$ cat config.mk
export PLATFORM = sky130hd
export DESIGN_NAME = alu_flat
export DESIGN_NICKNAME = d
export VERILOG_FILES = /design/src/rtl/alu_pkg.sv /design/src/rtl/alu_if.sv /design/src/rtl/alu_core.sv /design/src/rtl/alu.sv /design/src/flat_wrapper.sv
export SDC_FILE = /design/constraint.sdc
export NUM_CORES = 1
export LEC_CHECK = 0
export ABC_AREA = 0
export CAP_MARGIN = 40
export CORE_ASPECT_RATIO = 1.1
export CORE_MARGIN = 2
export CORE_UTILIZATION = 55
export CTS_CLUSTER_DIAMETER = 40
export DETAILED_ROUTE_END_ITERATION = 10
export HOLD_SLACK_MARGIN = 0.12
export PLACE_DENSITY = 0.88
export SYNTH_ARGS = -nofsm -noshare
export SYNTH_HDL_FRONTEND = slang
export SYNTH_SLANG_ARGS = --single-unit
export TNS_END_PERCENT = 30
$ cat constraint.sdc
create_clock -name clk -period 1.15 [get_ports clk]
set_input_delay 0.23 -clock clk [delete_from_list [all_inputs] [get_ports clk]]
set_output_delay 0.23 -clock clk [all_outputs]
set_load 0.02 [all_outputs]
$ cat src/rtl/alu_pkg.sv
// Shared ALU definitions: default widths, MIPS funct opcodes,
// and the flag bundle passed from the core to the output registers.
package alu_pkg;

  localparam int DATA_WIDTH_DEF   = 8;
  localparam int OPCODE_WIDTH_DEF = 6;

  localparam logic [5:0] OP_ADD = 6'b100000;
  localparam logic [5:0] OP_SUB = 6'b100010;
  localparam logic [5:0] OP_AND = 6'b100100;
  localparam logic [5:0] OP_OR  = 6'b100101;
  localparam logic [5:0] OP_XOR = 6'b100110;
  localparam logic [5:0] OP_NOR = 6'b100111;
  localparam logic [5:0] OP_SRA = 6'b000011;
  localparam logic [5:0] OP_SRL = 6'b000010;

  typedef struct packed {
    logic zero;
    logic carry;
    logic overflow;
    logic negative;
  } alu_flags_t;

  localparam alu_flags_t FLAGS_RESET = '{
    zero:     1'b1,
    carry:    1'b0,
    overflow: 1'b0,
    negative: 1'b0
  };

endpackage

$ cat src/rtl/alu_if.sv
// Operand/opcode inputs and registered result/flag outputs
// of the ALU, bundled for the wrapper port.
interface alu_if #(
  parameter int DATA_WIDTH   = 8,
  parameter int OPCODE_WIDTH = 6
);

  logic [DATA_WIDTH-1:0]   dato_a;
  logic [DATA_WIDTH-1:0]   dato_b;
  logic [OPCODE_WIDTH-1:0] opcode;
  logic [DATA_WIDTH-1:0]   out;
  logic                    zero;
  logic                    carry;
  logic                    overflow;
  logic                    negative;

  modport master (
    output dato_a,
    output dato_b,
    output opcode,
    input  out,
    input  zero,
    input  carry,
    input  overflow,
    input  negative
  );

  modport slave (
    input  dato_a,
    input  dato_b,
    input  opcode,
    output out,
    output zero,
    output carry,
    output overflow,
    output negative
  );

endinterface

$ cat src/rtl/alu_core.sv
// Purely combinational result and flag generator; every
// output is derived from the single selected result word.
module alu_core
  import alu_pkg::*;
#(
  parameter int DATA_WIDTH   = DATA_WIDTH_DEF,
  parameter int OPCODE_WIDTH = OPCODE_WIDTH_DEF
) (
  input  logic [DATA_WIDTH-1:0]   a,
  input  logic [DATA_WIDTH-1:0]   b,
  input  logic [OPCODE_WIDTH-1:0] opcode,
  output logic [DATA_WIDTH-1:0]   result,
  output alu_flags_t              flags
);

  localparam int MSB = DATA_WIDTH - 1;
  localparam logic [DATA_WIDTH:0] SHIFT_LIM =
    (DATA_WIDTH+1)'(DATA_WIDTH);

  logic [DATA_WIDTH:0]   sum;
  logic [DATA_WIDTH:0]   diff;
  logic                  big_shift;
  logic [DATA_WIDTH-1:0] srl_res;
  logic [DATA_WIDTH-1:0] sra_res;
  logic                  carry;
  logic                  ovf;

  logic is_add;
  logic is_sub;
  logic is_and;
  logic is_or;
  logic is_xor;
  logic is_nor;
  logic is_sra;
  logic is_srl;

  assign is_add = opcode == OPCODE_WIDTH'(OP_ADD);
  assign is_sub = opcode == OPCODE_WIDTH'(OP_SUB);
  assign is_and = opcode == OPCODE_WIDTH'(OP_AND);
  assign is_or  = opcode == OPCODE_WIDTH'(OP_OR);
  assign is_xor = opcode == OPCODE_WIDTH'(OP_XOR);
  assign is_nor = opcode == OPCODE_WIDTH'(OP_NOR);
  assign is_sra = opcode == OPCODE_WIDTH'(OP_SRA);
  assign is_srl = opcode == OPCODE_WIDTH'(OP_SRL);

  // Top bit of the widened difference is the unsigned borrow.
  assign sum  = {1'b0, a} + {1'b0, b};
  assign diff = {1'b0, a} - {1'b0, b};

  assign big_shift = {1'b0, b} >= SHIFT_LIM;

  assign srl_res = big_shift ? '0 : (a >> b);
  assign sra_res = big_shift ? {DATA_WIDTH{a[MSB]}}
                             : DATA_WIDTH'($signed(a) >>> b);

  always_comb begin
    result = '0;
    carry  = 1'b0;
    ovf    = 1'b0;
    unique case (1'b1)
      is_add: begin
        result = sum[MSB:0];
        carry  = sum[DATA_WIDTH];
        ovf    = (a[MSB] == b[MSB]) &&
                 (sum[MSB] != a[MSB]);
      end
      is_sub: begin
        result = diff[MSB:0];
        carry  = diff[DATA_WIDTH];
        ovf    = (a[MSB] != b[MSB]) &&
                 (diff[MSB] != a[MSB]);
      end
      is_and: result = a & b;
      is_or:  result = a | b;
      is_xor: result = a ^ b;
      is_nor: result = ~(a | b);
      is_sra: result = sra_res;
      is_srl: result = srl_res;
      default: begin
        result = '0;
        carry  = 1'b0;
        ovf    = 1'b0;
      end
    endcase
  end

  assign flags.zero     = ~|result;
  assign flags.carry    = carry;
  assign flags.overflow = ovf;
  assign flags.negative = result[MSB];

endmodule

$ cat src/rtl/alu.sv
// Registered ALU: one operation per cycle, result and flags
// appear one clock after the operands and opcode.
module alu
  import alu_pkg::*;
#(
  parameter int DATA_WIDTH   = DATA_WIDTH_DEF,
  parameter int OPCODE_WIDTH = OPCODE_WIDTH_DEF
) (
  input logic   clk,
  input logic   reset,
  alu_if.slave  bus
);

  logic [DATA_WIDTH-1:0] result;
  alu_flags_t            flags;
  logic [DATA_WIDTH-1:0] out_q;
  alu_flags_t            flags_q;

  alu_core #(
    .DATA_WIDTH   (DATA_WIDTH),
    .OPCODE_WIDTH (OPCODE_WIDTH)
  ) u_core (
    .a      (bus.dato_a),
    .b      (bus.dato_b),
    .opcode (bus.opcode),
    .result (result),
    .flags  (flags)
  );

  // Reset shows an all-zero result, so zero reads high.
  always_ff @(posedge clk or posedge reset) begin
    if (reset) begin
      out_q   <= '0;
      flags_q <= FLAGS_RESET;
    end else begin
      out_q   <= result;
      flags_q <= flags;
    end
  end

  assign bus.out      = out_q;
  assign bus.zero     = flags_q.zero;
  assign bus.carry    = flags_q.carry;
  assign bus.overflow = flags_q.overflow;
  assign bus.negative = flags_q.negative;

endmodule

$ cat src/flat_wrapper.sv
// flat-port wrapper written by rule: the top's interface ports become plain ports
module alu_flat import alu_pkg::*;
#(
  parameter int DATA_WIDTH   = DATA_WIDTH_DEF,
  parameter int OPCODE_WIDTH = OPCODE_WIDTH_DEF
)
  (clk, reset, bus_dato_a, bus_dato_b, bus_opcode, bus_out, bus_zero, bus_carry, bus_overflow, bus_negative);
  alu_if #(.DATA_WIDTH(DATA_WIDTH), .OPCODE_WIDTH(OPCODE_WIDTH)) bus_i ();
  input logic clk;
  input logic reset;
  input wire logic [$bits(bus_i.dato_a)-1:0] bus_dato_a;
  input wire logic [$bits(bus_i.dato_b)-1:0] bus_dato_b;
  input wire logic [$bits(bus_i.opcode)-1:0] bus_opcode;
  output wire logic [$bits(bus_i.out)-1:0] bus_out;
  output wire logic [$bits(bus_i.zero)-1:0] bus_zero;
  output wire logic [$bits(bus_i.carry)-1:0] bus_carry;
  output wire logic [$bits(bus_i.overflow)-1:0] bus_overflow;
  output wire logic [$bits(bus_i.negative)-1:0] bus_negative;
  assign bus_i.dato_a = bus_dato_a;
  assign bus_i.dato_b = bus_dato_b;
  assign bus_i.opcode = bus_opcode;
  assign bus_out = bus_i.out;
  assign bus_zero = bus_i.zero;
  assign bus_carry = bus_i.carry;
  assign bus_overflow = bus_i.overflow;
  assign bus_negative = bus_i.negative;
  alu #(.DATA_WIDTH(DATA_WIDTH), .OPCODE_WIDTH(OPCODE_WIDTH)) u_core (.clk(clk), .reset(reset), .bus(bus_i));
endmodule
==> impl_metrics.yaml, run 1 <==
status:
  outcome: "stopped before the end"
  stop_stage: "global routing (5_1_grt)"
  stop_error: "[ERROR GRT-0232] Routing congestion too high. Check the congestion heatmap in the GUI."
floorplan:
  io_pins: 36
  row_count: 23
  dieWidth_um: 63.1
  die_h_um: 69.0
  initial_core_util_pct: 57.8
grt:
  grt_max_degree: 18
  grt-ovfl-total: 288
  track_usage_pct: 91.3
synth:
  post-synth-top-count-cell: "nand2_1"
  synth_edf_count: 0
  syn-num-nets: 318
  synth_ff_type: "dfrtp_1"
  yosysSeqAreaShare_pct: 13.1
  syn_inst: 268
  synthArstFlopShare_pct: 100
  yosysWarnings: 0
  ys_ff_latch: 11
  synth_cell_type_count: 63
  synthTopCellsByCount: "nand2_1, ha_1, inv_1, nor2_1, o21ai_0"
  synthTopCellsByArea: "ha_1, dfrtp_1, nand2_1"
  yosysTopAreaCellShare_pct: 14.2
  syn_area_sq_mm: 0.00211
  synth_largest_area_cell: "ha_1"
  syn_avg_cell_area_sq_um: 7.88
cts:
  cts_made_buffers: 3
  htreeDepth: 1
  clock_sinks: 11
  clk_path_buf_depth: 2
  cts_hold_buf: 0
  clockRootBuffer: "clkbuf_8"
timing:
  worstEpCategory: "register data pin"
  postGrtWorstEndpoint: "u_core.bus.zero$_DFF_PP1_/D"
place:
  post-place-cells: 406
  dpl.hpwl_mm: 5.87
  io_buffers: 35
  placed_cell_area_sq_mm: 0.00304
  finalWeightedCongestion: 1.01
[metrics by stage]
step	TNS [ps]	hold slack [ps]	util, %	worst slack [ps]
floorplan	-7270	81.7	-	-1120
global placement	-15180	522	83.2	-1680
detailed placement	-15780	549	83.2	-1750
CTS	-9100	307	91.6	-1260
[cell families after synthesis]
| logic type | count (synthesis) | synth area share, % |
|---|---|---|
| flops | 11 | 13.1 |
| buf+inv | 41 | 8.18 |
| simple gates | 91 | 24.7 |
| mux | 14 | 8.00 |
| xor+xnor | 14 | 5.81 |
| fa+ha+maj | 26 | 16.1 |
| compound gates | 71 | 24.1 |
[repair_timing]
| action | CTS |
|---|---|
| endpoints found under the setup margin | 23 |
| gates resized for setup | 99 |
| pin swaps | 25 |
| buffers inserted | 7 |
[routing by layer]
metal	global-route usage [%]	GRT overflow
met1	79.5	2
met4	121	99
met3	64.0	2
met5	26.3	0
met2	123	185
==> run 2, diff against run 1 <==
- CORE_ASPECT_RATIO: 1.1 -> not set
- CORE_UTILIZATION: 55 -> 40
- CTS_CLUSTER_DIAMETER: 40 -> not set
- HOLD_SLACK_MARGIN: 0.12 -> not set
- PLACE_DENSITY: 0.88 -> not set
- PLACE_DENSITY_LB_ADDON: not set -> 0.15
==> run 2 against run 1 <==
Effect of this change:
- the flow now finishes, with violations (setup timing)
- synthesized area unchanged
- synthesized cell count stayed put
==> impl_metrics.yaml, run 2 <==
run:
  cap_violations: 0
synth:
  synthTopCellsByArea: "ha_1, dfrtp_1, nand2_1"
  synth_largest_area_cell: "ha_1"
  synth_cell_type_count: 63
  synth_ff_type: "dfrtp_1"
  syn_area_sq_mm: 0.00211
  yosysWarnings: 0
  post-synth-top-count-cell: "nand2_1"
  syn-num-nets: 318
  syn_avg_cell_area_sq_um: 7.88
  yosysTopAreaCellShare_pct: 14.2
  syn_inst: 268
  yosysSeqAreaShare_pct: 13.1
  synthTopCellsByCount: "nand2_1, ha_1, inv_1, nor2_1, o21ai_0"
  ys_ff_latch: 11
  synth_edf_count: 0
  synthArstFlopShare_pct: 100
timing:
  tightest_slew_ps: 388
  whs_ps: 276
  drv_slew: 0
  setup_slack_ps: -1130
  fin_crit_sh_pct: 199
  finalHoldViolCount: 0
  max_freq_mhz: 438
  rsz0062_at_grt: "yes"
  relSlewSlack_pct: 73.4
  period_needed_ps: 2280
  setup_viol: 11
final_layout:
  diodes: 0
  multi_input_area_sq_mm: 0.00196
  layout_common_cells: "buf_4, nand2_1, ha_1, buf_6, nor2_1"
  num-nets-final: 431
  seqCellArea_sq_um: 277
  stdcell_count: 450
  largest_reg_flops: 7
  stdcell_area_sq_mm: 0.00352
  final_core_util_pct: 68.9
  fill_cells: 424
  syn2layout_area_growth_pct: 66.7
  drive_gt1_share_pct: 46.1
  layout_commonest_cell: "buf_4"
grt:
  top_usage_layer: "met2"
  antenna_found_initial: 0
  grt_max_degree: 19
  grt-ovfl-total: 0
  grt_use_met2_pct: 41.9
  grt_use_met3_pct: 1.30
  grt_pass1_vias: 2351
  grt_use_met1_pct: 30.7
  grt_pass1_wl_mm: 11.2
  track_usage_pct: 23.3
worst_setup_path:
  path_class: "in -> reg"
  cp_num_buf_inv: 3
  path_delay_family: "simple AND/OR/NAND/NOR gates"
  arrival_ps: 2430
  startpoint_type: "input port"
  crit_chain: "buf_6 > buf_6 > or4_4 > buf_12 > nor3_4 > a22oi_2 > a311o_1 > or4_4 > nor4_2"
  cpMaxStageDelayCell: "or4_4"
  endpoint_kind: "register"
  critPathMaxStageDelay_ps: 540
  crit_fanout: 3
  critPathRequiredTime_ps: 1290
cts:
  clockRootBuffer: "clkbuf_8"
  clk_path_buf_depth: 2
  clock_sinks: 11
  cts_tree: "built"
  htreeDepth: 1
  cts_made_buffers: 3
  clkSlewWorstSetupHoldPaths_ps: 50
place:
  post-place-cells: 426
  dpl.hpwl_mm: 5.44
  placed_cell_area_sq_mm: 0.00305
  finalWeightedCongestion: 0.929
  dp_slack_ps: -1780
  io_buffers: 35
floorplan:
  initial_core_util_pct: 41.3
  core_area_sq_mm: 0.00511
  dieArea_sq_mm: 0.00587
  die_h_um: 76.6
  io_pins: 36
  dieWidth_um: 76.6
  row_count: 26
routing:
  wl_per_cell_um: 15.9
  dr.pass1.iters: 4
  dr_total_vias: 2438
  drt-total-wl_mm: 7.15
  drt_iter0_markers: 162
  vias_per_cell: 5.42
  antenna_left: 0
  remaining_drc_errors: 0
worst_hold_path:
  hp-class: "in -> async"
power:
  peakVddDrop_mv: 0.445
  power_leakage_nw: 1.66
  powerDensity_mw_per_mm2: 564
status:
  violations: "setup timing"
  outcome: "finished with violations"
run 2: cell counts after synthesis:
Identical to the previous run, type by type.
run 2: cell type report:
type                            count  area share [%]
Clock buffer                        4            1.28
Inverter                           20            2.35
Sequential cell                    11            7.86
Multi-Input combinational cell    216            55.6
Tap cell                           70            2.49
Timing Repair Buffer              129            30.5
run 2: kinds of logic (layout without fill, tap and decap cells):
kind of cell / Yosys count / count (layout) / synth area share (%)
and+or+nand+nor: 91 / 91 / 24.7
AOI/OAI and AO/OA: 71 / 71 / 24.1
buffers and inverters: 41 / 153 / 8.18
adders and majority gates: 26 / 26 / 16.1
xor gates and xnor gates: 14 / 14 / 5.81
muxes: 14 / 14 / 8.00
DFF: 11 / 11 / 13.1
run 2: power breakdown:
part	total (mW)	switching (mW)	internal, mW
Clock	0.368	0.127	0.242
Sequential	0.416	0.00437	0.412
Combinational	1.20	0.601	0.601
run 2: timing repair:
item | CTS | global route
buffers inserted | 17 | 12
hold buffers | 0 | 0
gates resized for setup | 93 | 52
endpoints found under the setup margin | 23 | 19
pin swaps | 29 | 28
run 2: metal layers:
metal  routed length (um)  up-vias
li1                     -     1209
met1                 3060     1152
met2                 3670       71
met3                  349        6
met4                   61        0
met5                    0        -
run 2: through the flow:
stage                     total power, mW  TNS, ps
after detailed placement             1.45   -15860
after global placement               1.43   -15640
after floorplan                      1.00    -7270
final                                1.99    -9410
after CTS                            1.91    -9520
after global routing                 2.13   -10230
run 2: path summary, 6_finish.rpt:
path	start	end	slack, ps	cells after the start
setup / recovery	bus_dato_b[4]	u_core.bus.zero	-1130	9
hold / removal	reset	u_core.bus.carry	280	2
min in group clk	bus_dato_b[7]	u_core.bus.carry	630	5
max in group asynchronous	reset	u_core.bus.zero	560	2
Note: power is estimated with default switching activity, not from simulation.
==> run 3, diff against run 2 <==
- MAX_ROUTING_LAYER: not set -> met4
- SLEW_MARGIN: not set -> 20
==> run 3 against run 2 <==
Effect of this change:
- the flow still finishes with violations (setup timing)
- power rose by 2.4%
- non-clock buffer count did not move
- critical path depth rose by 1
- combinational power rose by 4%
- cell count did not move
- die area did not move
- maximum frequency fell by 3.7%
- via count rose by 2.3%
- critical path type unchanged
- largest cell class unchanged
==> impl_metrics.yaml, run 3 (synthesis gave the netlist of run 2 again) <==
timing:
  setup_slack_ps: -1220
  tightest_slew_ps: 398
  finalHoldViolCount: 0
  rsz0062_at_grt: "yes"
  max_freq_mhz: 422
  relSlewSlack_pct: 73.4
  drv_slew: 0
  fin_crit_sh_pct: 206
  setup_tns_ps: -9630
  period_needed_ps: 2370
  setup_viol: 11
cts:
  cts_hold_buf: 0
  clkSlewWorstSetupHoldPaths_ps: 50
  clockRootBuffer: "clkbuf_8"
  clock_sinks: 11
  cts_tree: "built"
  htreeDepth: 1
  cts_made_buffers: 3
  clk_path_buf_depth: 2
final_layout:
  stdcell_area_sq_mm: 0.00360
  fill_cells: 414
  final_core_util_pct: 70.4
  diodes: 0
  num-nets-final: 431
  largest_reg_flops: 7
  drive_gt1_share_pct: 46.8
  syn2layout_area_growth_pct: 70.4
  layout_commonest_cell: "buf_4"
  layout_common_cells: "buf_4, nand2_1, buf_6, nor2_1, o21ai_0"
worst_setup_path:
  endpoint_kind: "register"
  critPathRequiredTime_ps: 1290
  startpoint_type: "input port"
  worstSetupStartpoint: "bus_dato_b[0]"
  crit_fanout: 4
  path_class: "in -> reg"
  arrival_ps: 2510
routing:
  wl_per_cell_um: 16.6
  vias_per_cell: 5.54
  drt_iter0_markers: 319
  dr.pass1.iters: 4
  dr_total_vias: 2494
  drt-total-wl_mm: 7.45
  antenna_left: 0
  remaining_drc_errors: 0
floorplan:
  core_area_sq_mm: 0.00511
  dieWidth_um: 76.6
  initial_core_util_pct: 41.3
  die_h_um: 76.6
  dieArea_sq_mm: 0.00587
  row_count: 26
  io_pins: 36
power:
  power_leakage_nw: 1.69
  clock_power_share_pct: 18.1
  powerDensity_mw_per_mm2: 566
  p_int_mw: 1.28
  totalPowerFinal_mw: 2.03
  p_seq_share_pct: 20.5
  combPwrFrac_pct: 61.3
  p_sw_share_pct: 37.2
  peakVddDrop_mv: 0.470
  switchingPower_uw: 757
place:
  placed_cell_area_sq_mm: 0.00307
  io_buffers: 35
  dpl.hpwl_mm: 5.62
  finalWeightedCongestion: 0.950
grt:
  grt-ovfl-total: 0
  track_usage_pct: 25.6
  grt_pass1_wl_mm: 11.8
  grt_pass1_vias: 2490
  antenna_found_initial: 0
  grt_max_degree: 16
run:
  cap_violations: 0
status:
  violations: "setup timing"
  outcome: "finished with violations"
worst_hold_path:
  hp-class: "in -> async"
run 3: cell types whose count changed in the layout (fill, tap and decap cells not counted), moves of 2 or more:
cell,delta
buf_4,-4
buf_6,+5
dlygate4sd2_1,-2
dlymetal6s2s_1,+2
ha_1,-3
ha_2,+3
nor3_1,-2
nor3_4,+2
run 3: layout make-up:
type	count	area (sq um)	area share [%]
timing repair buffer	129	1110	30.9
multi-input combinational	216	1980	55.1
sequential	11	277	7.69
clock buffer	4	45.0	1.25
tap	70	87.6	2.43
inverter	20	92.6	2.57
run 3: final timing paths:
check                              endpoint  slack [ps]  depth (start not counted)
max                         u_core.bus.zero       -1220                         10
min                        u_core.bus.carry         280                          2
max in group asynchronous   u_core.bus.zero         550                          2
min in group clk           u_core.bus.carry         690                          5
run 3: through the flow:
stage	cells	hold WS [ps]	worst slack, ps
after floorplan	268	81.7	-1120
after global placement	428	530	-1710
after detailed placement	428	540	-1790
after CTS	442	294	-1250
after global routing	450	322	-1270
final	450	283	-1220
run 3: what timing repair did:
item                                    in CTS  in global routing
endpoints found under the setup margin      23                 19
pin swaps                                   23                 27
buffers inserted                            10                  9
resized for setup                           95                 74
run 3: worst max-delay path, cell delays in order:
cell	delay, ps
buf_8	110
ha_4	160
fa_2	380
o21ba_2	230
o21bai_1	160
a21oi_2	90
xor2_1	170
a211o_1	300
or4_4	450
nor4_4	230
run 3: power by group through the flow:
stage               clock network (mW)  logic (mW)  registers, mW
floorplan                            0       0.553          0.448
global placement                     0        1.01          0.423
detailed placement                   0        1.03          0.423
CTS                              0.379        1.12          0.417
global route                     0.417        1.35          0.419
finish                           0.369        1.25          0.418
run 3: per-layer routing:
layer / track usage (%) / share of wire, % / vias to the layer above
met5: - / 0 / -
met4: 7.82 / 2.4 / 0
met3: 0.948 / 5.3 / 19
met2: 44.9 / 51 / 88
met1: 32.1 / 41 / 1182
li1: - / - / 1205
==> run 4, diff against run 3 <==
- ABC_AREA: 0 -> 1
- CORE_ASPECT_RATIO: not set -> 1.4
==> run 4 against run 3 <==
Effect of this change:
- critical path type unchanged
- the run still ends with setup timing left
- critical endpoint unchanged
- sequential cell count unchanged
- maximum frequency up 44%
- synthesized area up 16%
- final area up 13%
- via count up 27%
- non-clock buffer count up 3
==> impl_metrics.yaml, run 4 <==
routing:
  drt_iter0_markers: 199
  vias_per_cell: 5.28
  wl_per_cell_um: 14.8
  antenna_left: 0
  drt-total-wl_mm: 8.88
  dr.pass1.iters: 4
  remaining_drc_errors: 0
  dr_total_vias: 3176
timing:
  period_needed_ps: 1640
  relSlewSlack_pct: 72.7
  setup_tns_ps: -4680
  drv_slew: 0
  fin_crit_sh_pct: 143
  setup_viol: 11
  tightest_slew_ps: 409
  finalHoldViolCount: 0
  setup_slack_ps: -492
  rsz0062_at_grt: "yes"
  max_freq_mhz: 609
worst_setup_path:
  endpoint_kind: "register"
  arrival_ps: 1810
  critPathRequiredTime_ps: 1320
  cp_num_buf_inv: 3
  path_class: "in -> reg"
  path_delay_family: "adder cells"
  cpMaxStageDelayCell: "fa_2"
  crit_fanout: 3
  startpoint_type: "input port"
  crit_cells: 13
  crit_chain: "buf_12 > inv_12 > ha_4 > fa_2 > inv_2 > nand4_1 > o211ai_1 > a21oi_1 > o21ai_2 > nand3_2 > nor2_2 > nand2_1 > nor2_1"
  critPathMaxStageDelay_ps: 390
synth:
  synth_edf_count: 0
  synthTopCellsByArea: "nand2_1, ha_1, nand3_1"
  ys_ff_latch: 11
  syn_avg_cell_area_sq_um: 6.03
  synthTopCellsByCount: "nand2_1, nand3_1, inv_1, nor2_1, ha_1"
  syn-num-nets: 457
  syn_inst: 407
  synth_largest_area_cell: "nand2_1"
  yosysWarnings: 0
  syn_area_sq_mm: 0.00245
  synth_cell_type_count: 36
  post-synth-top-count-cell: "nand2_1"
  yosysTopAreaCellShare_pct: 16.5
  synth_ff_type: "dfrtp_1"
  synthArstFlopShare_pct: 100
  yosysSeqAreaShare_pct: 11.3
cts:
  cts_tree: "built"
  clk_path_buf_depth: 2
  clock_sinks: 11
  clockRootBuffer: "clkbuf_8"
  cts_made_buffers: 3
  clkSlewWorstSetupHoldPaths_ps: 50
  htreeDepth: 1
place:
  dp_slack_ps: -1270
  io_buffers: 35
  finalWeightedCongestion: 0.990
  placed_cell_area_sq_mm: 0.00361
  dpl.hpwl_mm: 7.29
  post-place-cells: 585
final_layout:
  stdcell_area_sq_mm: 0.00405
  drive_gt1_share_pct: 46.6
  syn2layout_area_growth_pct: 65.1
  largest_reg_flops: 7
  layout_common_cells: "nand2_1, buf_4, nand3_1, inv_1"
  num-nets-final: 583
  diodes: 0
  stdcell_count: 602
  layout_commonest_cell: "nand2_1"
floorplan:
  core_area_sq_mm: 0.00590
  dieArea_sq_mm: 0.00679
  row_count: 33
  io_pins: 36
  die_h_um: 96.7
  initial_core_util_pct: 41.6
  dieWidth_um: 70.2
status:
  violations: "setup timing"
  outcome: "finished with violations"
grt:
  grt_pass1_wl_mm: 14.6
  grt_pass1_vias: 3130
  track_usage_pct: 27.2
  grt_max_degree: 14
  antenna_found_initial: 0
  grt-ovfl-total: 0
power:
  powerDensity_mw_per_mm2: 543
  peakVddDrop_mv: 0.340
  power_leakage_nw: 2.01
run:
  cap_violations: 0
worst_hold_path:
  hp-class: "in -> async"
-- run 4: cell count changes after synthesis, sizes merged, moves of 6 or more --
cell,before,now
clkbuf,10,1
inv,20,60
mux2i,9,0
nand2,29,117
nand3,6,62
nand4,0,15
nor2,14,48
nor4,7,0
xor2,7,1
-- run 4: kinds of logic after synthesis --
kind of cell / count (synthesis) / synth area share [%]
AOI/OAI and AO/OA: 41 / 10.0
xor gates and xnor gates: 3 / 1.07
adders and majority gates: 26 / 13.9
buffers and inverters: 73 / 13.5
DFF: 11 / 11.3
and+or+nand+nor: 253 / 50.3
-- run 4: what timing repair did --
item,4_1_cts,5_1_grt
hold endpoints to repair,0,0
pin swaps,49,31
cloned,1,0
resized for setup,126,41
setup buffers,13,2
hold buffers,0,0
endpoints found under the setup margin,23,19
-- run 4: final cells by class --
cell class / instances / area (sq um)
inverter: 62 / 293
fill: 529 / 1850
timing repair buffer: 132 / 1130
tap: 70 / 87.6
clock buffer: 4 / 45.0
multi-input combinational: 323 / 2220
sequential: 11 / 277
-- run 4: through the flow --
stage | total power [mW] | hold slack [ps] | util (%)
3_5_place_dp | 1.63 | 551 | 61.2
5_1_grt | 2.35 | 321 | 68.6
3_3_place_gp | 1.61 | 550 | 61.2
4_1_cts | 2.16 | 299 | 67.2
2_1_floorplan | 1.08 | 81.7 | -
6_report | 2.20 | 283 | 68.6
-- run 4: worst max-delay path by stage --
stage / startpoint / endpoint / slack [ps]
after detailed placement: bus_dato_a[0] / u_core.bus.zero / -1270
final: bus_dato_a[0] / u_core.bus.zero / -490
after floorplan: bus_dato_a[0] / u_core.bus.zero / -460
after CTS: bus_dato_a[4] / u_core.bus.zero / -530
after global routing: bus_dato_a[7] / u_core.bus.zero / -600
after global placement: bus_dato_a[0] / u_core.bus.zero / -1230
-- run 4: where the power goes --
group	switching (mW)	internal [mW]	total [mW]
combinational	0.740	0.658	1.40
clock	0.139	0.243	0.381
sequential	0.00587	0.414	0.420
total	0.885	1.32	2.20
-- run 4: layer usage --
layer  GRT usage, %  routed length [um]  vias to the layer above
li1               -                   -                     1584
met1           31.8                3550                     1463
met2           47.0                4480                      105
met3           1.46                 370                       24
met4           13.5                 478                        0
met5              -                   0                        -
